## src/rtl/bus_arbiter_nx1_pkg.sv

```systemverilog
// rtl/bus_arbiter_nx1_pkg.sv - shared state encodings and bus constants for the N-to-1 arbiter
package bus_arbiter_nx1_pkg;

  localparam int BE_W = 4;

  typedef enum logic [1:0] {
    ARB_IDLE   = 2'd0,
    ARB_BUSY   = 2'd1,
    ARB_LOCKED = 2'd2
  } arb_state_t;

endpackage

```

## src/rtl/bus_arbiter_nx1_rr_pick.sv

```systemverilog
// rtl/bus_arbiter_nx1_rr_pick.sv - combinational round-robin picker (first requester at or after ptr)
module rr_pick #(
  parameter int N     = 2,
  parameter int IDX_W = 1
) (
  input  logic [N-1:0]     req,
  input  logic [IDX_W-1:0] ptr,
  output logic [N-1:0]     gnt,
  output logic [IDX_W-1:0] idx,
  output logic             any
);

  localparam logic [IDX_W:0] N_W = (IDX_W + 1)'(N);

  logic [2*N-1:0] req2;
  logic [N-1:0]   rot;
  logic [IDX_W:0] sum;

  // Rotate a doubled request vector so bit 0 is the pointer position, then take the lowest set bit
  always_comb begin
    req2 = {req, req};
    rot  = N'(req2 >> ptr);
    gnt  = '0;
    idx  = '0;
    any  = 1'b0;
    sum  = '0;
    for (int i = 0; i < N; i++) begin
      if (!any && rot[i]) begin
        any = 1'b1;
        sum = {1'b0, ptr} + (IDX_W + 1)'(i);
        if (sum >= N_W) begin
          sum = sum - N_W;
        end
        idx = sum[IDX_W-1:0];
      end
    end
    if (any) begin
      gnt[idx] = 1'b1;
    end
  end

endmodule

```

## src/rtl/bus_arbiter_nx1.sv

```systemverilog
// rtl/bus_arbiter_nx1.sv - N-master round-robin shared-bus arbiter; optional grant lock via ARB_LOCK_EN
module bus_arbiter_nx1
  import bus_arbiter_nx1_pkg::*;
#(
  parameter int N_MASTERS = 2,
  parameter int XLEN      = 32
) (
  input  logic                      i_clk,
  input  logic                      i_rst,
  input  logic [N_MASTERS-1:0]      i_bus_en,
  input  logic [N_MASTERS-1:0]      i_wr_en,
  input  logic [N_MASTERS*XLEN-1:0] i_wr_data,
  input  logic [N_MASTERS*XLEN-1:0] i_addr,
  input  logic [N_MASTERS*BE_W-1:0] i_byte_en,
`ifdef ARB_LOCK_EN
  input  logic [N_MASTERS-1:0]      i_lock,
`endif
  output logic [N_MASTERS-1:0]      o_ack,
  output logic [XLEN-1:0]           o_rd_data,
  input  logic                      i_ack,
  input  logic [XLEN-1:0]           i_rd_data,
  output logic                      o_bus_en,
  output logic                      o_wr_en,
  output logic [XLEN-1:0]           o_wr_data,
  output logic [XLEN-1:0]           o_addr,
  output logic [BE_W-1:0]           o_byte_en,
  output logic [N_MASTERS-1:0]      o_grant
);

  localparam int IDX_W = (N_MASTERS > 1) ? $clog2(N_MASTERS) : 1;

  arb_state_t             state_q, state_d;
  logic [N_MASTERS-1:0]   grant_q, grant_d;
  logic [IDX_W-1:0]       ptr_q, ptr_d;
  logic [N_MASTERS-1:0]   pick_gnt;
  logic [IDX_W-1:0]       pick_idx;
  logic                   pick_any;
  logic                   g_req;

  rr_pick #(
    .N     (N_MASTERS),
    .IDX_W (IDX_W)
  ) u_pick (
    .req (i_bus_en),
    .ptr (ptr_q),
    .gnt (pick_gnt),
    .idx (pick_idx),
    .any (pick_any)
  );

  assign o_grant   = grant_q;
  assign o_rd_data = i_rd_data;
  assign g_req     = |(i_bus_en & grant_q);

  // State, grant and round-robin pointer registers
  always_ff @(posedge i_clk) begin
    if (!i_rst) begin
      state_q <= ARB_IDLE;
      grant_q <= '0;
      ptr_q   <= '0;
    end else begin
      state_q <= state_d;
      grant_q <= grant_d;
      ptr_q   <= ptr_d;
    end
  end

  // Next-state logic and the one-hot grant mux onto the slave side
  always_comb begin
    state_d   = state_q;
    grant_d   = grant_q;
    ptr_d     = ptr_q;
    o_bus_en  = 1'b0;
    o_wr_en   = 1'b0;
    o_wr_data = '0;
    o_addr    = '0;
    o_byte_en = '0;
    o_ack     = '0;
    case (state_q)
      ARB_IDLE: begin
        if (pick_any) begin
          state_d = ARB_BUSY;
          grant_d = pick_gnt;
          ptr_d   = (pick_idx == IDX_W'(N_MASTERS - 1)) ? '0 : pick_idx + 1'b1;
        end
      end
      ARB_BUSY: begin
        for (int m = 0; m < N_MASTERS; m++) begin
          if (grant_q[m]) begin
            o_wr_en   = i_wr_en[m];
            o_wr_data = i_wr_data[m*XLEN +: XLEN];
            o_addr    = i_addr[m*XLEN +: XLEN];
            o_byte_en = i_byte_en[m*BE_W +: BE_W];
          end
        end
        o_bus_en = g_req;
        o_ack    = grant_q & {N_MASTERS{i_ack}};
        if (i_ack) begin
`ifdef ARB_LOCK_EN
          if (|(i_lock & grant_q)) begin
            state_d = ARB_LOCKED;
          end else begin
            state_d = ARB_IDLE;
            grant_d = '0;
          end
`else
          state_d = ARB_IDLE;
          grant_d = '0;
`endif
        end else if (!g_req) begin
          state_d = ARB_IDLE;
          grant_d = '0;
        end
      end
`ifdef ARB_LOCK_EN
      ARB_LOCKED: begin
        if (g_req) begin
          state_d = ARB_BUSY;
        end else if (!(|(i_lock & grant_q))) begin
          state_d = ARB_IDLE;
          grant_d = '0;
        end
      end
`endif
      default: begin
        state_d = ARB_IDLE;
        grant_d = '0;
      end
    endcase
  end

endmodule

```

## config.mk

```make
export PLATFORM = sky130hd
export DESIGN_NAME = bus_arbiter_nx1
export DESIGN_NICKNAME = d
export VERILOG_FILES = /design/src/rtl/bus_arbiter_nx1_pkg.sv /design/src/rtl/bus_arbiter_nx1_rr_pick.sv /design/src/rtl/bus_arbiter_nx1.sv
export SDC_FILE = /design/constraint.sdc
export NUM_CORES = 1
export LEC_CHECK = 0
export CORE_AREA = 2 2 108 110
export CTS_CLUSTER_SIZE = 20
export DETAILED_ROUTE_END_ITERATION = 7
export DIE_AREA = 0 0 110 112
export HOLD_SLACK_MARGIN = 0.1
export PLACE_DENSITY_LB_ADDON = 0.12
export SLEW_MARGIN = 40
export SYNTH_ARGS = -nofsm -noshare
export SYNTH_HDL_FRONTEND = slang
export SYNTH_HIERARCHICAL = 1
export SYNTH_SLANG_ARGS = --single-unit
```

## constraint.sdc

```tcl
create_clock -name i_clk -period 2 [get_ports i_clk]
set_clock_uncertainty 0.1 [all_clocks]
set_input_delay 0.5 -clock i_clk [delete_from_list [all_inputs] [get_ports i_clk]]
set_output_delay 0.5 -clock i_clk [all_outputs]
set_load 0.02 [all_outputs]
```

Yosys cells after proc, flatten, opt, wreduce, memory -nomap -nowiden. Index checks and enable logic that the tools add are counted.

Mux-type cells: 29. Order comparisons: 4. Eq/ne operators: 3. Shift operators: 1. Bitwise gates (word level): 2. Reduce and logical (&&, ||, !) cells: 7. $add $sub $neg: 4.

Operators with widths (number): 32-bit 2-to-1 mux (6); 1-bit 2-to-1 mux (12); 4-bit 2-to-1 mux (3); 2-bit 2-to-1 mux (5); 2-bit case mux with 2 select lines (2); 2-bit bitwise AND (2); 2-bit AND reduction (2); 4-bit by 1-bit right shift with 2-bit output (1); 3-bit != test, second input constant (1); 1-bit by 1-bit adder with 2-bit output, second input constant (1); 2-bit by 1-bit == test with 1-bit output, second input constant (1); 1-bit by 2-bit greater-or-equal comparator with 1-bit output, second input constant (1); 2-bit greater-or-equal comparator, second input constant (1); 1-bit logical AND (2); 2-bit logical NOT (1); 1-bit by 2-bit less-than comparator with 1-bit output, second input constant (1); 2-bit != test, second input constant (1); 2-bit OR reduction (1); 1-bit subtractor, second input constant (2); 1-bit adder, second input constant (1); 1-bit demux with 1-bit select (1); 1-bit greater-or-equal comparator, second input constant (1); 1-bit logical NOT (1).

Input port bits: 175. Output and inout bits: 106. Bits in registers: 5. Word-level logic and storage cells: 53.

Logic depth before layout (Yosys ltp).
Depth after elaboration: 11. Gate-level depth with buffers: 6. Gate-level depth less buffers: 4.

By module. The synthesis kept the hierarchy.

Modules (own cells, without submodules): bus_arbiter_nx1 (seq. area each 80.1 sq um, area each 1182.4 sq um, cells each 141, instances 1); rr_pick (seq. area each 0.0 sq um, area each 32.5 sq um, cells each 5, instances 1).

Worst setup path after synthesis. Ideal clock, no wire load.

Kind: reg-to-output. Start point: register grant_q[1], in the netlist o_grant[1]. End point: output o_wr_data[12]. Setup slack: 53 ps. Arrival time: 1347 ps. Data required time: 1400 ps. Path buffers: 3. Stages on the path, launching flop included: 6. Cell sequence: dfxtp_1 > and3b_1 > buf_2 > buf_4 > buf_6 > a22o_1.

Cells in the longest elaborated chain, start to end: 2.

Ends and longest elaborated chain: start: declaration (RTL line bus_arbiter_nx1.sv:33) `logic [N_MASTERS-1:0] grant_q, grant_d;`; start signal: assignment (RTL line bus_arbiter_nx1.sv:63) `grant_q <= grant_d;`; 32-bit 2-to-1 mux (RTL line bus_arbiter_nx1.sv:89) `if (grant_q[m]) begin`; 32-bit 2-to-1 mux (RTL line bus_arbiter_nx1.sv:79) `case (state_q)`; end: declaration (RTL line bus_arbiter_nx1.sv:24) `output logic [XLEN-1:0] o_wr_data,`.

No other way between the ends.

Final worst setup path.
Start point: register grant_q[1], in the netlist o_grant[1]. End point: output o_wr_data[24].

The elaborated chain is that of the path after synthesis.

==> metrics.yaml <==
status: "finished with violations"
violations: "negative setup slack"
yosys_warnings: 6
setup_slack_ns: -0.04339
ant_nets: 0
timing.hold.ws_ns: 0.4312
rows: 39
grt_max_degree: 36
core_area_um2: 11170
dpl_cell_area_um2: 3339
syn_area_per_cell_um2: 8.321
cts_tree: "done"
setup_viol: 28
ys_seq_area_share_pct: 6.591
wl_per_cell_um: 16.20
grt_util_all_layers_pct: 9.817
hpwl_mm: 5.619
drtPass1Iterations: 4
fin_crit_sh_pct: 102.2
portBuffers: 216
hold_viol: 0
hold_class: "flop to flop"
path_class: "flop to output pin"
syn-num-nets: 321
h-tree-depth: 1
root_buffer: "clkbuf_16"
synth_cell_types: 20
slowest_delay_ns: 0.32
critPathCaptureType: "output pin"
required_ns: 1.40
worstPathArrival_ns: 1.44
drt_iter0_drc: 64
die_x_um: 110
die_area_um2: 12320
pre_cts_ws_ns: -0.4416
wl_mm: 7.744
yosys.area.top_type: "a22o_1"
worst_pin_slew_ns: 0.2247
vias: 1958
die_h_um: 112
place_congestion: 0.7032
syn_area_um2: 1215
fmax_mhz: 489.4
antenna_found_initial: 0
cap_viol_max_count: 0
slew_headroom_pct: 84.97
pin_count: 281
cts.sinks: 4
crit_chain: "and3b_2 > buf_12 > clkbuf_16 > a22o_1 > buf_2"
cp_max_fo: 5
grt_pass1_wl_mm: 9.535
areaGrowthSynthToFinish_pct: 186.1
syn_inst: 146
layout_common_cells: "142 x clkdlybuf4s50_1, 69 x a22o_1, 34 x buf_6, 34 x buf_4, 14 x buf_2"
fill_cells: 1209
routed_via_density: 4.096
power_leakage_nw: 1.509
ys_top_cells_by_area: "a22o_1 50%, buf_4 20%, dfxtp_1 6.6%"
rsz0062_at_grt: "true"
vdd_drop_max_mv: 0.1808
drv_slew: 0
grt_pass1_vias: 1794
num_antenna_cells: 0
crit_slowest_cell: "dfxtp_2"
start_util_pct: 10.87
period_needed_ns: 2.043
start_kind: "flop"
cts_max_path_buffers: 2
gr-total-overflow: 0
clk-insertion-delay-late_ns: 0.22
power.density_nw_per_um2: 275.2
synth_top_area_share_pct: 49.74
ys_ff_latch: 4
cts_hold_buffers: 0
path_clk_slew_ns: 0.03
cts_buffers: 3
drive_above_1_share_pct: 29.55
layout_commonest_cell: "clkdlybuf4s50_1"
finalInstanceArea_um2: 3476
drc: 0
nets: 512
==> cells by family after synthesis <==
family / count (synthesis) / share of synthesized area [%]
AO/OA/AOI/OAI: 77 / 55.20
AND/OR/NAND/NOR: 13 / 6.694
multiplexers: 2 / 1.648
flip-flops: 4 / 6.591
buffers and inverters: 50 / 29.87
==> registers in the layout, summed over array words and instances (netlist names) <==
signal   flops
state_q      1
o_grant      2
ptr_q        1
==> where the power goes <==
part           switching, W  internal (W)
combinational      0.000180      0.000376
sequential       0.00000403     0.0000874
clock             0.0000533      0.000255
total              0.000237      0.000719
==> worst paths after layout <==
| kind | endpoint | slack (ns) | start | cells past startpoint |
|---|---|---|---|---|
| worst max-delay path | o_wr_data[24] | -0.04 | o_grant[1] | 5 |
| worst min-delay path | ptr_q | 0.43 | ptr_q | 1 |
| worst max register to register | o_grant[1] | 0.86 | o_grant[0] | 4 |
| worst min register to register | ptr_q | 0.43 | ptr_q | 1 |
==> per-stage QoR <==
step | instances | util, % | setup TNS, ns | total power [W]
floorplan | 146 | - | 0 | 0.0003351
global placement | 468 | 29.88 | -21.39 | 0.0006359
detailed placement | 468 | 29.88 | -21.31 | 0.0006362
CTS | 471 | 27.62 | -0.1386 | 0.0009147
global route | 478 | 31.11 | -2.839 | 0.001003
finish | 478 | 31.11 | -0.8390 | 0.0009564
==> cell type report <==
cell class | instances | area [um^2] | share of cell area, %
clock buffer | 3 | 75.07 | 2.160
inverter | 1 | 3.754 | 0.1080
multi-input combinational | 92 | 780.7 | 22.46
sequential | 4 | 82.58 | 2.376
tap | 143 | 178.9 | 5.148
timing repair buffer | 235 | 2355 | 67.75
==> worst max-delay path: cells and delay by family (launching register included) <==
family          cells  cell delay, ns
buf+inv             3            0.46
flops               1            0.32
compound gates      1            0.17
simple gates        1            0.27
==> cells in the mapped netlist <==
cell type   n
and3_1      2
o32ai_1     2
or2_1       1
inv_1       1
dfxtp_1     4
and2_1      1
a22o_1     69
buf_4      33
buf_2      11
mux2i_1     2
a21boi_1    3
a22oi_1     1
nand3b_1    2
nand2_1     2
o211a_1     1
o2bb2ai_1   1
and3b_1     1
buf_6       5
nand2b_1    2
nor2b_1     2
==> what timing repair did <==
item                       in CTS  in global routing
resized for setup             291                 96
setup endpoints to repair      72                 40
gates cloned                    0                  6
buffers inserted                0                  1
pin swaps                       0                  6
==> routing by layer <==
layer | vias to the layer above | wire length, um | GRT usage [%]
met5 | - | 0 | 0
met4 | 0 | 45 | 2.025
met3 | 8 | 999 | 3.513
met2 | 137 | 3774 | 18.24
met1 | 883 | 2924 | 10.43
li1 | 930 | - | -
Power figures use the tool's default switching activity.
